$ cat src/rtl/ps2_direction_decoder_if.sv
// PS/2 byte stream in, per-player held directions and pause level out.
// The decoder is the slave; the bench or the PS/2/skeleton glue is the master.
interface ps2_direction_decoder_if;
   logic       ps2_key_pressed;
   logic [7:0] ps2_out;
   logic       upSig;
   logic       rightSig;
   logic       downSig;
   logic       leftSig;
   logic       upSig2;
   logic       rightSig2;
   logic       downSig2;
   logic       leftSig2;
   logic       pauseButton;

   modport master (
      output ps2_key_pressed, ps2_out,
      input  upSig, rightSig, downSig, leftSig,
      input  upSig2, rightSig2, downSig2, leftSig2, pauseButton
   );

   modport slave (
      input  ps2_key_pressed, ps2_out,
      output upSig, rightSig, downSig, leftSig,
      output upSig2, rightSig2, downSig2, leftSig2, pauseButton
   );
endinterface

$ cat src/rtl/ps2_direction_decoder.sv
// Scan-code set 2 make/break tracker producing held-direction and pause levels.
// Define LAST_KEY_WINS_EN to make each player's outputs one-hot on the last-pressed key.
module ps2_direction_decoder #(
   parameter int unsigned PREFIX_TIMEOUT = 1_000_000
) (
   input  logic                   clock,
   input  logic                   reset,
   ps2_direction_decoder_if.slave ps2
);
   localparam int unsigned CNT_W  = 32;
   localparam int unsigned BYTE_W = 8;
   localparam int unsigned KEY_N  = 8;

   localparam logic [BYTE_W-1:0] CODE_BREAK = 8'hF0;
   localparam logic [BYTE_W-1:0] CODE_EXT   = 8'hE0;
   localparam logic [BYTE_W-1:0] CODE_P     = 8'h4D;
   localparam logic [BYTE_W-1:0] CODE_ESC   = 8'h76;

   typedef enum logic [1:0] {ST_IDLE, ST_BREAK, ST_EXT, ST_EXT_BREAK} state_t;

   state_t             state_q, state_d;
   logic [CNT_W-1:0]   cnt_q, cnt_d;
   logic [KEY_N-1:0]   held_q, held_d;
   logic               p_held_q, p_held_d;
   logic               pause_q, pause_d;
   logic               is_make, is_break;
   logic               ext_ctx;
   logic               key_hit;
   logic [2:0]         key_idx;
   logic [BYTE_W-1:0]  rx_byte;
   logic [3:0]         dir0, dir1;
`ifdef LAST_KEY_WINS_EN
   logic [1:0][2:0]    last_q, last_d;
`endif

   assign rx_byte = ps2.ps2_out;
   assign ext_ctx = (state_q == ST_EXT) || (state_q == ST_EXT_BREAK);

   // Direction key lookup; plain and extended tables are disjoint by context
   always_comb begin
      key_hit = 1'b1;
      key_idx = 3'd0;
      if (ext_ctx) begin
         case (rx_byte)
            8'h75:   key_idx = 3'd4;
            8'h74:   key_idx = 3'd5;
            8'h72:   key_idx = 3'd6;
            8'h6B:   key_idx = 3'd7;
            default: key_hit = 1'b0;
         endcase
      end else begin
         case (rx_byte)
            8'h1D:   key_idx = 3'd0;
            8'h23:   key_idx = 3'd1;
            8'h1B:   key_idx = 3'd2;
            8'h1C:   key_idx = 3'd3;
            default: key_hit = 1'b0;
         endcase
      end
   end

   // Prefix FSM, timeout counter and key state update
   always_comb begin
      state_d  = state_q;
      cnt_d    = cnt_q;
      held_d   = held_q;
      p_held_d = p_held_q;
      pause_d  = pause_q;
      is_make  = 1'b0;
      is_break = 1'b0;
`ifdef LAST_KEY_WINS_EN
      last_d   = last_q;
`endif
      if (ps2.ps2_key_pressed) begin
         cnt_d = '0;
         case (state_q)
            ST_IDLE: begin
               if (rx_byte == CODE_BREAK)    state_d = ST_BREAK;
               else if (rx_byte == CODE_EXT) state_d = ST_EXT;
               else                          is_make = 1'b1;
            end
            ST_BREAK: begin
               state_d  = ST_IDLE;
               is_break = (rx_byte != CODE_EXT);
            end
            ST_EXT: begin
               if (rx_byte == CODE_BREAK) state_d = ST_EXT_BREAK;
               else if (rx_byte != CODE_EXT) begin
                  is_make = 1'b1;
                  state_d = ST_IDLE;
               end
            end
            default: begin
               is_break = 1'b1;
               state_d  = ST_IDLE;
            end
         endcase
      end else if (state_q != ST_IDLE) begin
         // A stale prefix is dropped once the counter would reach the limit
         if (cnt_q == CNT_W'(PREFIX_TIMEOUT - 1)) begin
            state_d = ST_IDLE;
            cnt_d   = '0;
         end else begin
            cnt_d = cnt_q + CNT_W'(1);
         end
      end

      if ((is_make || is_break) && key_hit) begin
         held_d[key_idx] = is_make;
`ifdef LAST_KEY_WINS_EN
         if (is_make) last_d[key_idx[2]] = {1'b0, key_idx[1:0]} + 3'd1;
`endif
      end

      if (!ext_ctx && rx_byte == CODE_P) begin
         if (is_make && !p_held_q) begin
            pause_d  = ~pause_q;
            p_held_d = 1'b1;
         end else if (is_break) begin
            p_held_d = 1'b0;
         end
      end

      if (is_make && !ext_ctx && rx_byte == CODE_ESC) begin
         held_d = '0;
`ifdef LAST_KEY_WINS_EN
         last_d = '0;
`endif
      end
   end

   always_ff @(posedge clock or negedge reset) begin
      if (!reset) begin
         state_q  <= ST_IDLE;
         cnt_q    <= '0;
         held_q   <= '0;
         p_held_q <= 1'b0;
         pause_q  <= 1'b0;
`ifdef LAST_KEY_WINS_EN
         last_q   <= '0;
`endif
      end else begin
         state_q  <= state_d;
         cnt_q    <= cnt_d;
         held_q   <= held_d;
         p_held_q <= p_held_d;
         pause_q  <= pause_d;
`ifdef LAST_KEY_WINS_EN
         last_q   <= last_d;
`endif
      end
   end

`ifdef LAST_KEY_WINS_EN
   // Last-pressed key while held, else highest-priority held key (up > right > down > left)
   function automatic logic [3:0] pick(input logic [3:0] held, input logic [2:0] last);
      logic [1:0] li;
      pick = '0;
      li   = 2'(last - 3'd1);
      if (last != 3'd0 && held[li]) pick[li] = 1'b1;
      else if (held[0])              pick[0] = 1'b1;
      else if (held[1])              pick[1] = 1'b1;
      else if (held[2])              pick[2] = 1'b1;
      else if (held[3])              pick[3] = 1'b1;
   endfunction

   always_comb begin
      dir0 = pick(held_q[3:0], last_q[0]);
      dir1 = pick(held_q[7:4], last_q[1]);
   end
`else
   always_comb begin
      dir0 = held_q[3:0];
      dir1 = held_q[7:4];
   end
`endif

   assign ps2.upSig       = dir0[0];
   assign ps2.rightSig    = dir0[1];
   assign ps2.downSig     = dir0[2];
   assign ps2.leftSig     = dir0[3];
   assign ps2.upSig2      = dir1[0];
   assign ps2.rightSig2   = dir1[1];
   assign ps2.downSig2    = dir1[2];
   assign ps2.leftSig2    = dir1[3];
   assign ps2.pauseButton = pause_q;
endmodule

$ cat src/flat_wrapper.sv
// flat-port wrapper written by rule: the top's interface ports become plain ports
module ps2_direction_decoder_flat 
#(
   parameter int unsigned PREFIX_TIMEOUT = 1_000_000
)
  (clock, reset, ps2_ps2_key_pressed, ps2_ps2_out, ps2_upSig, ps2_rightSig, ps2_downSig, ps2_leftSig, ps2_upSig2, ps2_rightSig2, ps2_downSig2, ps2_leftSig2, ps2_pauseButton);
  ps2_direction_decoder_if ps2_i ();
  input  logic clock;
  input  logic reset;
  input wire logic [$bits(ps2_i.ps2_key_pressed)-1:0] ps2_ps2_key_pressed;
  input wire logic [$bits(ps2_i.ps2_out)-1:0] ps2_ps2_out;
  output wire logic [$bits(ps2_i.upSig)-1:0] ps2_upSig;
  output wire logic [$bits(ps2_i.rightSig)-1:0] ps2_rightSig;
  output wire logic [$bits(ps2_i.downSig)-1:0] ps2_downSig;
  output wire logic [$bits(ps2_i.leftSig)-1:0] ps2_leftSig;
  output wire logic [$bits(ps2_i.upSig2)-1:0] ps2_upSig2;
  output wire logic [$bits(ps2_i.rightSig2)-1:0] ps2_rightSig2;
  output wire logic [$bits(ps2_i.downSig2)-1:0] ps2_downSig2;
  output wire logic [$bits(ps2_i.leftSig2)-1:0] ps2_leftSig2;
  output wire logic [$bits(ps2_i.pauseButton)-1:0] ps2_pauseButton;
  assign ps2_i.ps2_key_pressed = ps2_ps2_key_pressed;
  assign ps2_i.ps2_out = ps2_ps2_out;
  assign ps2_upSig = ps2_i.upSig;
  assign ps2_rightSig = ps2_i.rightSig;
  assign ps2_downSig = ps2_i.downSig;
  assign ps2_leftSig = ps2_i.leftSig;
  assign ps2_upSig2 = ps2_i.upSig2;
  assign ps2_rightSig2 = ps2_i.rightSig2;
  assign ps2_downSig2 = ps2_i.downSig2;
  assign ps2_leftSig2 = ps2_i.leftSig2;
  assign ps2_pauseButton = ps2_i.pauseButton;
  ps2_direction_decoder #(.PREFIX_TIMEOUT(PREFIX_TIMEOUT)) u_core (.clock(clock), .reset(reset), .ps2(ps2_i));
endmodule
$ cat config.mk
export PLATFORM = sky130hd
export DESIGN_NAME = ps2_direction_decoder_flat
export DESIGN_NICKNAME = d
export VERILOG_FILES = /design/src/rtl/ps2_direction_decoder_if.sv /design/src/rtl/ps2_direction_decoder.sv /design/src/flat_wrapper.sv
export SDC_FILE = /design/constraint.sdc
export NUM_CORES = 1
export LEC_CHECK = 0
export BUFFER_PORTS_ARGS = -buffer_cell sky130_fd_sc_hd__buf_4
export CAP_MARGIN = 5
export CORE_UTILIZATION = 44
export DETAILED_ROUTE_END_ITERATION = 10
export GPL_ROUTABILITY_DRIVEN = 0
export SYNTH_ARGS = -nofsm -noshare
export SYNTH_HDL_FRONTEND = slang
export SYNTH_SLANG_ARGS = --single-unit
$ cat constraint.sdc
create_clock -name clock -period 1.74 [get_ports clock]
set_clock_uncertainty 0.05 [all_clocks]
set_input_delay 0.261 -clock clock [delete_from_list [all_inputs] [get_ports clock]]
set_output_delay 0.261 -clock clock [all_outputs]
set_load 0.02 [all_outputs]
==> run metrics, run 1 <==
Pleak 1.67 nW; Detailed Place HPWL 4.51 mm; Worst EP arrival 1910 ps; TritonCTS clock tree built; fill cell count 430; unrepaired setup endpoints after global routing yes; post-route setup slack -48.9 ps; Fmax 559 MHz; largest area contributor in the netlist dfrtp_1; critical path class flip-flop to flip-flop; P_sw 0.452 mW; Gate Count Post-Synth 273; Die Span Y 77.8 um; violations in the final reports negative setup slack; Syn Nets 285; CTS root buffer clkbuf_8; die area 0.00605 mm2; Async S/R FF share, synth 1.00; maximum net fanout on the critical path 7; total core area 0.00551 mm2; Tightest Hold Check Type input pin to flip-flop; Post-synth top cells 44 x dfrtp_1, 37 x nor2_1, 27 x nand2_1; largest net degree at the start of global routing 45; share of layout cells above drive strength 1 0.452; top cells by area, synth dfrtp_1 44%, xor2_1 5.5%, nor2_1 5.5%, xnor2_1 4.2%, nand2_1 4.0%; Sw Ratio 0.244; ant diodes 0; Setup TNS -982 ps; drt via density 5.48; synthesis-to-layout area growth 47.8%; kind of end point of the critical path flip-flop; worst IR drop on VDD 0.333 mV; gr ovfl total 0; number of global-route vias before repair 2262; max incr delay on CP 400 ps; outcome finished, violations left; Yosys top cell area share 0.436; TritonRoute pass-1 iters 4; Most used DFF post-synth dfrtp_1; Vias 2405; nets 379; Period minus WS final 1790 ps; combinational share of power 0.116; CP Data Required Time 1860 ps; Finished Core Util 0.678; Avg Cell Area, Syn 9.26 um2; internal power 1.40 mW; DR WL/cell 15.9 um; worst-skew pair later-pin latency 290 ps; first-pass GRT wire length 10.6 mm; Clk pwr share 0.325; Die X 77.8 um; number of remaining DRC errors 0; Synth Warn # 0; placed instance area 0.00326 mm2; relative slew slack 0.617; row count 27; antenna-violating nets left 0; startpoint types flip-flop; initial antenna violation count 0; Final Cell Area 0.00374 mm2; Power Density 497 mW/mm2; most common cell in the netlist dfrtp_1; period utilisation layout 1.03; Final Max Tran Viols 0; Ports 20; register bit total from synthesis 44; Slew @ Worst Pin 574 ps; EDFF count, synth 0; IO buf count 19; H-tree depth 2; post-synthesis sequential area ratio 0.436; Reg clk slew, reported paths 80 ps; Final Hold Fails 0; DRT iter0 DRCs 128; Initial Utilization 0.459; Sink Count 44; TritonCTS buffer count 5; Final setup viols 29; Worst path slowest cell dfrtp_1; max cap viols 0; Synth cell types 48; mapped cell area 0.00253 mm2; Tot GR Track Use 0.221; part of the power in registers 0.558; Max clock buf depth 2; final WL 6.96 mm; worst-path cell chain nor4_2 -> nand4_1 -> nor3_2 -> a21o_4 -> clkbuf_16 -> nor2_2
==> what timing repair did <==
action	CTS	global route
hold endpoints to repair	44	0
pin swaps	2	18
endpoints found under the setup margin	35	41
cloned	0	3
buffers inserted	0	5
gates resized for setup	8	62
hold buffers	1	0
==> final cells by class <==
| type | count | area [um2] | area share |
|---|---|---|---|
| multi-input combinational | 216 | 1670 | 0.447 |
| sequential | 44 | 1110 | 0.296 |
| timing repair buffer | 97 | 782 | 0.209 |
| tap | 72 | 90.1 | 0.0241 |
| clock buffer | 6 | 72.6 | 0.0194 |
| inverter | 3 | 11.3 | 0.00301 |
| clock inverter | 1 | 5.00 | 0.00134 |
==> worst max-delay path, delay by kind of cell, from the launching register on <==
family	cells	cell delay, ps
AO/OA/AOI/OAI	1	230
buffers and inverters	1	170
flip-flops	1	400
AND/OR/NAND/NOR	4	820
==> sequential cells by signal, indices dropped and copies added (netlist names) <==
signal	count
u_core.held_q	8
u_core.p_held_q	1
u_core.state_q	2
u_core.cnt_q	32
u_core.ps2.pauseButton	1
==> final timing paths <==
| kind | from | endpoint | slack, ps | cells after the start |
|---|---|---|---|---|
| min reg2reg | u_core.ps2.pauseButton$_DFFE_PN0P_ | u_core.ps2.pauseButton$_DFFE_PN0P_ | 420 | 1 |
| max reg2reg | u_core.cnt_q[13]$_DFFE_PN0N_ | u_core.cnt_q[23]$_DFFE_PN0N_ | -50 | 6 |
| max | u_core.cnt_q[13]$_DFFE_PN0N_ | u_core.cnt_q[23]$_DFFE_PN0N_ | -50 | 6 |
| min in group asynchronous | reset | u_core.p_held_q$_DFFE_PN0P_ | 460 | 2 |
| max in group asynchronous | reset | u_core.cnt_q[7]$_DFFE_PN0N_ | 770 | 2 |
| min | ps2_ps2_key_pressed | u_core.state_q[0]$_DFFE_PN0P_ | 240 | 2 |
==> logic make-up after synthesis <==
kind of cell             after synthesis  synth area share
AO/OA/AOI/OAI                         24            0.0693
XOR/XNOR                              28            0.0970
adder cells (fa/ha/maj)                1           0.00495
buffers and inverters                 13            0.0233
flip-flops                            44             0.436
multiplexers                           8            0.0322
AND/OR/NAND/NOR                      155             0.338
==> through the flow <==
| stage | hold WS, ps | worst slack [ps] | std cells | total power, mW |
|---|---|---|---|---|
| 6_report | 236 | -48.9 | 439 | 1.86 |
| 5_1_grt | 268 | -108 | 439 | 1.93 |
| 4_1_cts | 231 | -39.4 | 432 | 1.84 |
| 3_5_place_dp | 253 | -246 | 424 | 1.24 |
| 3_3_place_gp | 246 | -262 | 424 | 1.23 |
| 2_1_floorplan | -84.6 | 4.17 | 273 | 1.12 |
==> layer usage <==
| metal | routed length [um] | vias up | GRT usage |
|---|---|---|---|
| li1 | - | 1183 | - |
| met1 | 3370 | 1165 | 0.327 |
| met2 | 3240 | 48 | 0.336 |
| met3 | 257 | 9 | 0.0400 |
| met4 | 96 | 0 | 0.0472 |
| met5 | 0 | - | 0 |
==> layout by cell type, fill, tap and decap left out, types with 4 or more instances in the layout <==
master,synthesis,layout
nand3_1,16,13
clkbuf_8,0,5
nor4_2,0,5
and4_1,5,5
nand4_1,12,12
a21oi_1,5,4
xor2_1,16,16
nor2_4,0,5
nor4b_2,0,4
nor3_2,0,7
dfrtp_2,0,4
buf_4,0,92
xnor2_1,12,11
nor2b_1,5,5
dfrtp_1,44,40
nor2_2,0,13
nor2_1,37,19
nand2_1,27,26
mux2i_1,7,7
==> power groups by stage <==
stage               clock, mW  combinational (mW)  sequential [mW]
floorplan                   0              0.0604             1.06
detailed placement          0               0.181             1.06
global route            0.661               0.236             1.04
CTS                     0.625               0.183             1.04
finish                  0.604               0.216             1.04
global placement            0               0.179             1.06
(Power assumes the default switching activity.)
==> run 2: changes to the inputs <==
--- a/config.mk
+++ b/config.mk
@@ -7,9 +7,12 @@
 export LEC_CHECK = 0
 export BUFFER_PORTS_ARGS = -buffer_cell sky130_fd_sc_hd__buf_4
 export CAP_MARGIN = 5
-export CORE_UTILIZATION = 44
+export CELL_PAD_IN_SITES_DETAIL_PLACEMENT = 0
+export CELL_PAD_IN_SITES_GLOBAL_PLACEMENT = 1
+export CORE_UTILIZATION = 42
 export DETAILED_ROUTE_END_ITERATION = 10
 export GPL_ROUTABILITY_DRIVEN = 0
+export PLACE_DENSITY_LB_ADDON = 0.1
 export SYNTH_ARGS = -nofsm -noshare
 export SYNTH_HDL_FRONTEND = slang
 export SYNTH_SLANG_ARGS = --single-unit
==> run 2 against run 1 <==
Net effect: the flow still finishes with violations (negative setup slack); first-iteration DRC count is 32% lower; non-clock buffer count is 2 lower; critical path type unchanged; worst hold slack better by 37 ps; highest routed layer unchanged; fmax is 2.4% higher; largest cell class unchanged.
==> run metrics, run 2 (synthesized netlist as in run 1, its figures left out) <==
first-pass GRT wire length 11.0 mm (+4.3%); die area 0.00633 mm2 (+4.6%); Worst EP arrival 1890 ps (-20 ps); Slew @ Worst Pin 566 ps (-8.29 ps); Worst path slowest cell o311a_4; H-tree depth 2 (unchanged); TritonCTS buffer count 5 (unchanged); startpoint types flip-flop; unrepaired setup endpoints after global routing yes; Largest Register u_core.cnt_q; max incr delay on CP 440 ps (+40 ps); Tightest Hold Check Type input pin to flip-flop; Reg clk slew, reported paths 90 ps (about the same); nets 377 (-0.53%); initial antenna violation count 0 (unchanged); Final setup viols 1 (-97%); Final Cell Area 0.00356 mm2 (-4.7%); row count 27 (unchanged); Die X 79.6 um (+2.3%); Top Usage Layer GRT met2; Final Hold Fails 0 (unchanged); CP Buf/Inv Count 0 (-1); outcome finished, violations left; critical path class flip-flop to flip-flop; share of layout cells above drive strength 1 0.375 (-0.0770); largest net degree at the start of global routing 45 (unchanged); Power Density 516 mW/mm2 (+3.9%); Largest regs u_core.cnt_q x32, u_core.held_q x8, u_core.state_q x2; Initial Utilization 0.448 (-0.0110); Tot GR Track Use 0.226 (+0.00492); kind of end point of the critical path flip-flop; CP top delay family simple AND/OR/NAND/NOR gates; Pleak 1.67 nW (-0.46%); worst-path cell chain nor4b_2 -> nand2_1 -> o311a_4 -> mux2_2; met3 usage 0.0286 (-0.0114); antenna-violating nets left 0 (unchanged); TritonRoute pass-1 iters 4 (unchanged); gr ovfl total 0 (unchanged); most common cell after layout, fill and taps aside buf_4; DRT iter0 DRCs 87 (-32%); Vias 2347 (-2.4%); Sink Count 44 (unchanged); Detailed Place HPWL 4.57 mm (+1.4%); relative slew slack 0.623 (+0.00553); grt met1 use 0.319 (-0.00754); final WL 6.37 mm (-8.5%); IO buf count 19 (unchanged); post-route setup slack -7.46 ps (+41.5 ps); violations in the final reports negative setup slack; worst-skew pair later-pin latency 300 ps (about the same); placed instance area 0.00328 mm2 (+0.69%); drt via density 5.37 (-2.0%); ant diodes 0 (unchanged); DR WL/cell 14.6 um (-8.1%); Largest register FFs 32 (unchanged); number of remaining DRC errors 0 (unchanged); R2R Setup Slk -7 ps (+40 ps); commonest cells after routing, fill and taps aside 92 x buf_4, 43 x dfrtp_1, 35 x nor2_1; Final Max Tran Viols 0 (unchanged); Worst Hold Slack 273 ps (+37.3 ps); met2 usage 0.358 (+0.0218); synthesis-to-layout area growth 40.9%; total core area 0.00564 mm2 (+2.5%); fill cell count 492 (+14%); TritonCTS clock tree built; number of global-route vias before repair 2381 (+5.3%); Final Non-Filler Cells 437 (-0.46%); placed insts 427 (+0.71%); Worst Setup Slack post-DPL -271 ps (-24.7 ps); Fmax 572 MHz (+2.4%); maximum net fanout on the critical path 6 (-1); worst IR drop on VDD 0.435 mV (+30%); period utilisation layout 1.00 (-0.0238); Max clock buf depth 2 (unchanged); Period minus WS final 1750 ps (-41.5 ps); Ports 20 (unchanged); max cap viols 0 (unchanged); Die Span Y 79.6 um (+2.3%); CTS root buffer clkbuf_8; CP Data Required Time 1880 ps (+20 ps)
-- run 2: changes by cell type in the layout (fill, tap and decap cells not counted), sizes merged --
cell / change
clkbuf: -3
clkinvlp: +1
-- run 2: timing repair --
item	in CTS	in global routing
gates resized for setup	21	15
hold endpoints to repair	44	0
setup buffers	1	1
setup endpoints to repair	37	39
pin swaps	8	3
hold buffers	1	0
-- run 2: power by group --
group          switching (mW)  internal (mW)  leakage (nW)
Clock                   0.343          0.272        0.0400
Sequential            0.00561           1.03         0.612
Combinational           0.101         0.0852          1.01
-- run 2: worst paths after layout --
path | to | startpoint | cells past startpoint
worst max-delay path | u_core.cnt_q[0]$_DFFE_PN0N_ | u_core.cnt_q[25]$_DFFE_PN0N_ | 4
worst min-delay path | u_core.state_q[0]$_DFFE_PN0P_ | ps2_ps2_key_pressed | 2
worst max register to register | u_core.cnt_q[0]$_DFFE_PN0N_ | u_core.cnt_q[25]$_DFFE_PN0N_ | 4
worst min register to register | u_core.ps2.pauseButton$_DFFE_PN0P_ | u_core.ps2.pauseButton$_DFFE_PN0P_ | 1
max in group asynchronous | u_core.state_q[1]$_DFFE_PN0P_ | reset | 2
min in group asynchronous | u_core.p_held_q$_DFFE_PN0P_ | reset | 2
-- run 2: area by class of cell --
class | count | area [um2] | area share
Clock inverter | 2 | 12.5 | 0.00351
Clock buffer | 5 | 68.8 | 0.0193
Tap cell | 72 | 90.1 | 0.0253
Timing Repair Buffer | 95 | 732 | 0.206
Multi-Input combinational cell | 216 | 1540 | 0.433
Inverter | 3 | 13.8 | 0.00387
Sequential cell | 44 | 1100 | 0.310
-- run 2: through the flow --
step           utilization  TNS, ps  power, mW
6_report             0.631    -7.46       1.84
5_1_grt              0.631    -2400       1.92
4_1_cts              0.617        0       1.86
3_5_place_dp         0.581    -4120       1.23
3_3_place_gp         0.581    -4730       1.23
2_1_floorplan            -        0       1.12
-- run 2: layer usage --
layer / vias up / part of all wire
met1: 1118 / 0.49
met5: - / 0
li1: 1173 / -
met4: 0 / 0.010
met3: 5 / 0.046
met2: 51 / 0.45
==> run 3: changes to the inputs <==
--- a/config.mk
+++ b/config.mk
@@ -13,6 +13,7 @@
 export DETAILED_ROUTE_END_ITERATION = 10
 export GPL_ROUTABILITY_DRIVEN = 0
 export PLACE_DENSITY_LB_ADDON = 0.1
+export SETUP_SLACK_MARGIN = 0.2
 export SYNTH_ARGS = -nofsm -noshare
 export SYNTH_HDL_FRONTEND = slang
 export SYNTH_SLANG_ARGS = --single-unit
==> run 3 against run 2 <==
Net effect: the run still ends with negative setup slack left; global-route usage grew 0.19 points; cell count grew 0.69%; combinational power grew 19%; total power grew 5.3%; sequential share of layout area shrank 2.1 points; worst hold slack gained 23 ps; first-iteration DRC count grew 10%; flip-flop and latch count is the same; non-clock buffer count grew 2; die area is the same; register-to-register slack lost 70 ps; routed wire length grew 7.0%; critical path type unchanged; highest routed layer unchanged.
==> run metrics, run 3 (synthesized netlist as in run 1, its figures left out) <==
outcome finished, violations left; violations in the final reports negative setup slack; most common cell after layout, fill and taps aside buf_4; row count 27 (unchanged); synthesis-to-layout area growth 50.9%; Final setup viols 30 (+29); drt via density 5.43 (+1.2%); share of layout cells above drive strength 1 0.459 (+0.0839); Die Span Y 79.6 um (unchanged); Sw Ratio 0.248 (+0.00335); worst IR drop on VDD 0.464 mV (+6.7%); DR WL/cell 15.5 um (+6.3%); Die X 79.6 um (unchanged); Final Hold Fails 0 (unchanged); placed insts 418 (-2.1%); die area 0.00633 mm2 (unchanged); antenna-violating nets left 0 (unchanged); internal power 1.45 mW (+4.8%); post-layout power 1.93 mW (+5.3%); Clk pwr share 0.348 (+0.013); Final Max Tran Viols 0 (unchanged); Reg clk slew, reported paths 80 ps (about the same); relative slew slack 0.619 (-0.00382); H-tree depth 2 (unchanged); maximum net fanout on the critical path 6 (unchanged); Final Non-Filler Cells 440 (+0.69%); CP top delay family simple AND/OR/NAND/NOR gates; unrepaired setup endpoints after global routing yes; ant diodes 0 (unchanged); stages on the worst setup path 5 (+1); CTS root buffer clkbuf_8; CP Buf/Inv Count 1 (+1); Period minus WS final 1810 ps (+66.2 ps); Finished Core Util 0.676 (+0.0448); Initial Utilization 0.448 (unchanged); TritonCTS clock tree built; part of the power in registers 0.536 (-0.028); worst-skew pair later-pin latency 290 ps (about the same); first-pass GRT wire length 11.1 mm (+0.75%); CP Data Required Time 1870 ps (about the same); Max clock buf depth 2 (unchanged); Detailed Place HPWL 4.60 mm (+0.61%); kind of end point of the critical path flip-flop; Worst Setup Slack post-DPL -153 ps (+118 ps); Reg2Reg Depth 5 (+1); Ports 20 (unchanged); WL met1 3.48 mm (+11%); Tightest Hold Check Type input pin to flip-flop; DRT iter0 DRCs 96 (+10%); Power Density 507 mW/mm2 (-1.7%); Final Cell Area 0.00381 mm2 (+7.1%); initial antenna violation count 0 (unchanged); max incr delay on CP 410 ps (-30 ps); Tot GR Track Use 0.228 (+0.00192); met2 wire length 3.14 mm (+9.4%); period utilisation layout 1.04 (+0.0380); total core area 0.00564 mm2 (unchanged); startpoint types flip-flop; Top Layer Used met4; Pleak 1.66 nW (about the same); nets 379 (+0.53%); Slew @ Worst Pin 572 ps (+5.74 ps); number of global-route vias before repair 2272 (-4.6%); combinational share of power 0.115 (+0.013); largest net degree at the start of global routing 45 (unchanged); gr ovfl total 0 (unchanged); Sink Count 44 (unchanged); critical path class flip-flop to flip-flop; max cap viols 0 (unchanged); commonest cells after routing, fill and taps aside 90 x buf_4, 44 x dfrtp_1, 24 x nor2_1; placed instance area 0.00329 mm2 (+0.46%); fill cell count 435 (-12%); Worst path slowest cell dfrtp_1; worst-path cell chain nor4_2 -> buf_4 -> nand4_1 -> o311a_4 -> mux2_2; TritonCTS buffer count 5 (unchanged); met3 wire length 159 um (-45%); R2R Setup Slk -70 ps (-70 ps); number of remaining DRC errors 0 (unchanged); IO buf count 19 (unchanged); Largest register FFs 32 (unchanged); Largest Register u_core.cnt_q; P_sw 0.480 mW (+6.7%); final WL 6.82 mm (+7.0%); TritonRoute pass-1 iters 4 (unchanged); Vias 2391 (+1.9%); Worst EP arrival 1950 ps (+60 ps); Hold Path Stages 3 (+1); post-route setup slack -73.6 ps (-66.2 ps); Fmax 551 MHz (-3.6%); Largest regs u_core.cnt_q x32, u_core.held_q x8, u_core.state_q x2
## run 3: final cells by class
class,count,area (um2),area share
clock buffers,7,86.3,0.0226
flip-flops and latches,44,1100,0.289
repair buffers,97,790,0.207
multi-input cells,216,1720,0.451
clock inverters,1,7.51,0.00197
well taps,72,90.1,0.0236
inverters,3,18.8,0.00492
## run 3: routing by layer
layer  vias up  global-route usage
li1       1172                   -
met1      1182               0.345
met3         4              0.0366
met4         0              0.0527
met2        33               0.337
met5         -                   0
## run 3: timing repair
| item | CTS | global route |
|---|---|---|
| gates cloned | 0 | 2 |
| endpoints found under the hold margin | 44 | 0 |
| setup buffers | 9 | 2 |
| pin swaps | 9 | 18 |
| hold buffers | 1 | 0 |
| setup endpoints to repair | 43 | 44 |
| resized for setup | 29 | 38 |
## run 3: final timing paths
path / from / to
worst min register to register: u_core.ps2.pauseButton$_DFFE_PN0P_ / u_core.ps2.pauseButton$_DFFE_PN0P_
worst min-delay path: ps2_ps2_key_pressed / u_core.cnt_q[30]$_DFFE_PN0N_
worst max register to register: u_core.cnt_q[29]$_DFFE_PN0N_ / u_core.cnt_q[0]$_DFFE_PN0N_
min in group asynchronous: reset / u_core.ps2.pauseButton$_DFFE_PN0P_
max in group asynchronous: reset / u_core.cnt_q[29]$_DFFE_PN0N_
worst max-delay path: u_core.cnt_q[29]$_DFFE_PN0N_ / u_core.cnt_q[0]$_DFFE_PN0N_
## run 3: power groups by stage
stage	Sequential, mW	Combinational [mW]	Clock [mW]
after floorplan	1.06	0.0699	0
after global placement	1.06	0.178	0
after detailed placement	1.06	0.180	0
after CTS	1.04	0.196	0.697
after global routing	1.04	0.243	0.753
final	1.04	0.223	0.674
## run 3: worst reg2reg max path, delay by kind of cell, from the launching register on
| kind | cells | cell delay, ps |
|---|---|---|
| and+or+nand+nor | 2 | 440 |
| muxes | 1 | 270 |
| AOI/OAI and AO/OA | 1 | 380 |
| DFF | 1 | 410 |
| buffers and inverters | 1 | 160 |
## run 3: through the flow
step | hold slack (ps) | setup TNS [ps]
4_1_cts | 295 | -81.4
5_1_grt | 295 | -5020
6_report | 296 | -1120
2_1_floorplan | -84.6 | 0
3_5_place_dp | 244 | -619
3_3_place_gp | 240 | -498
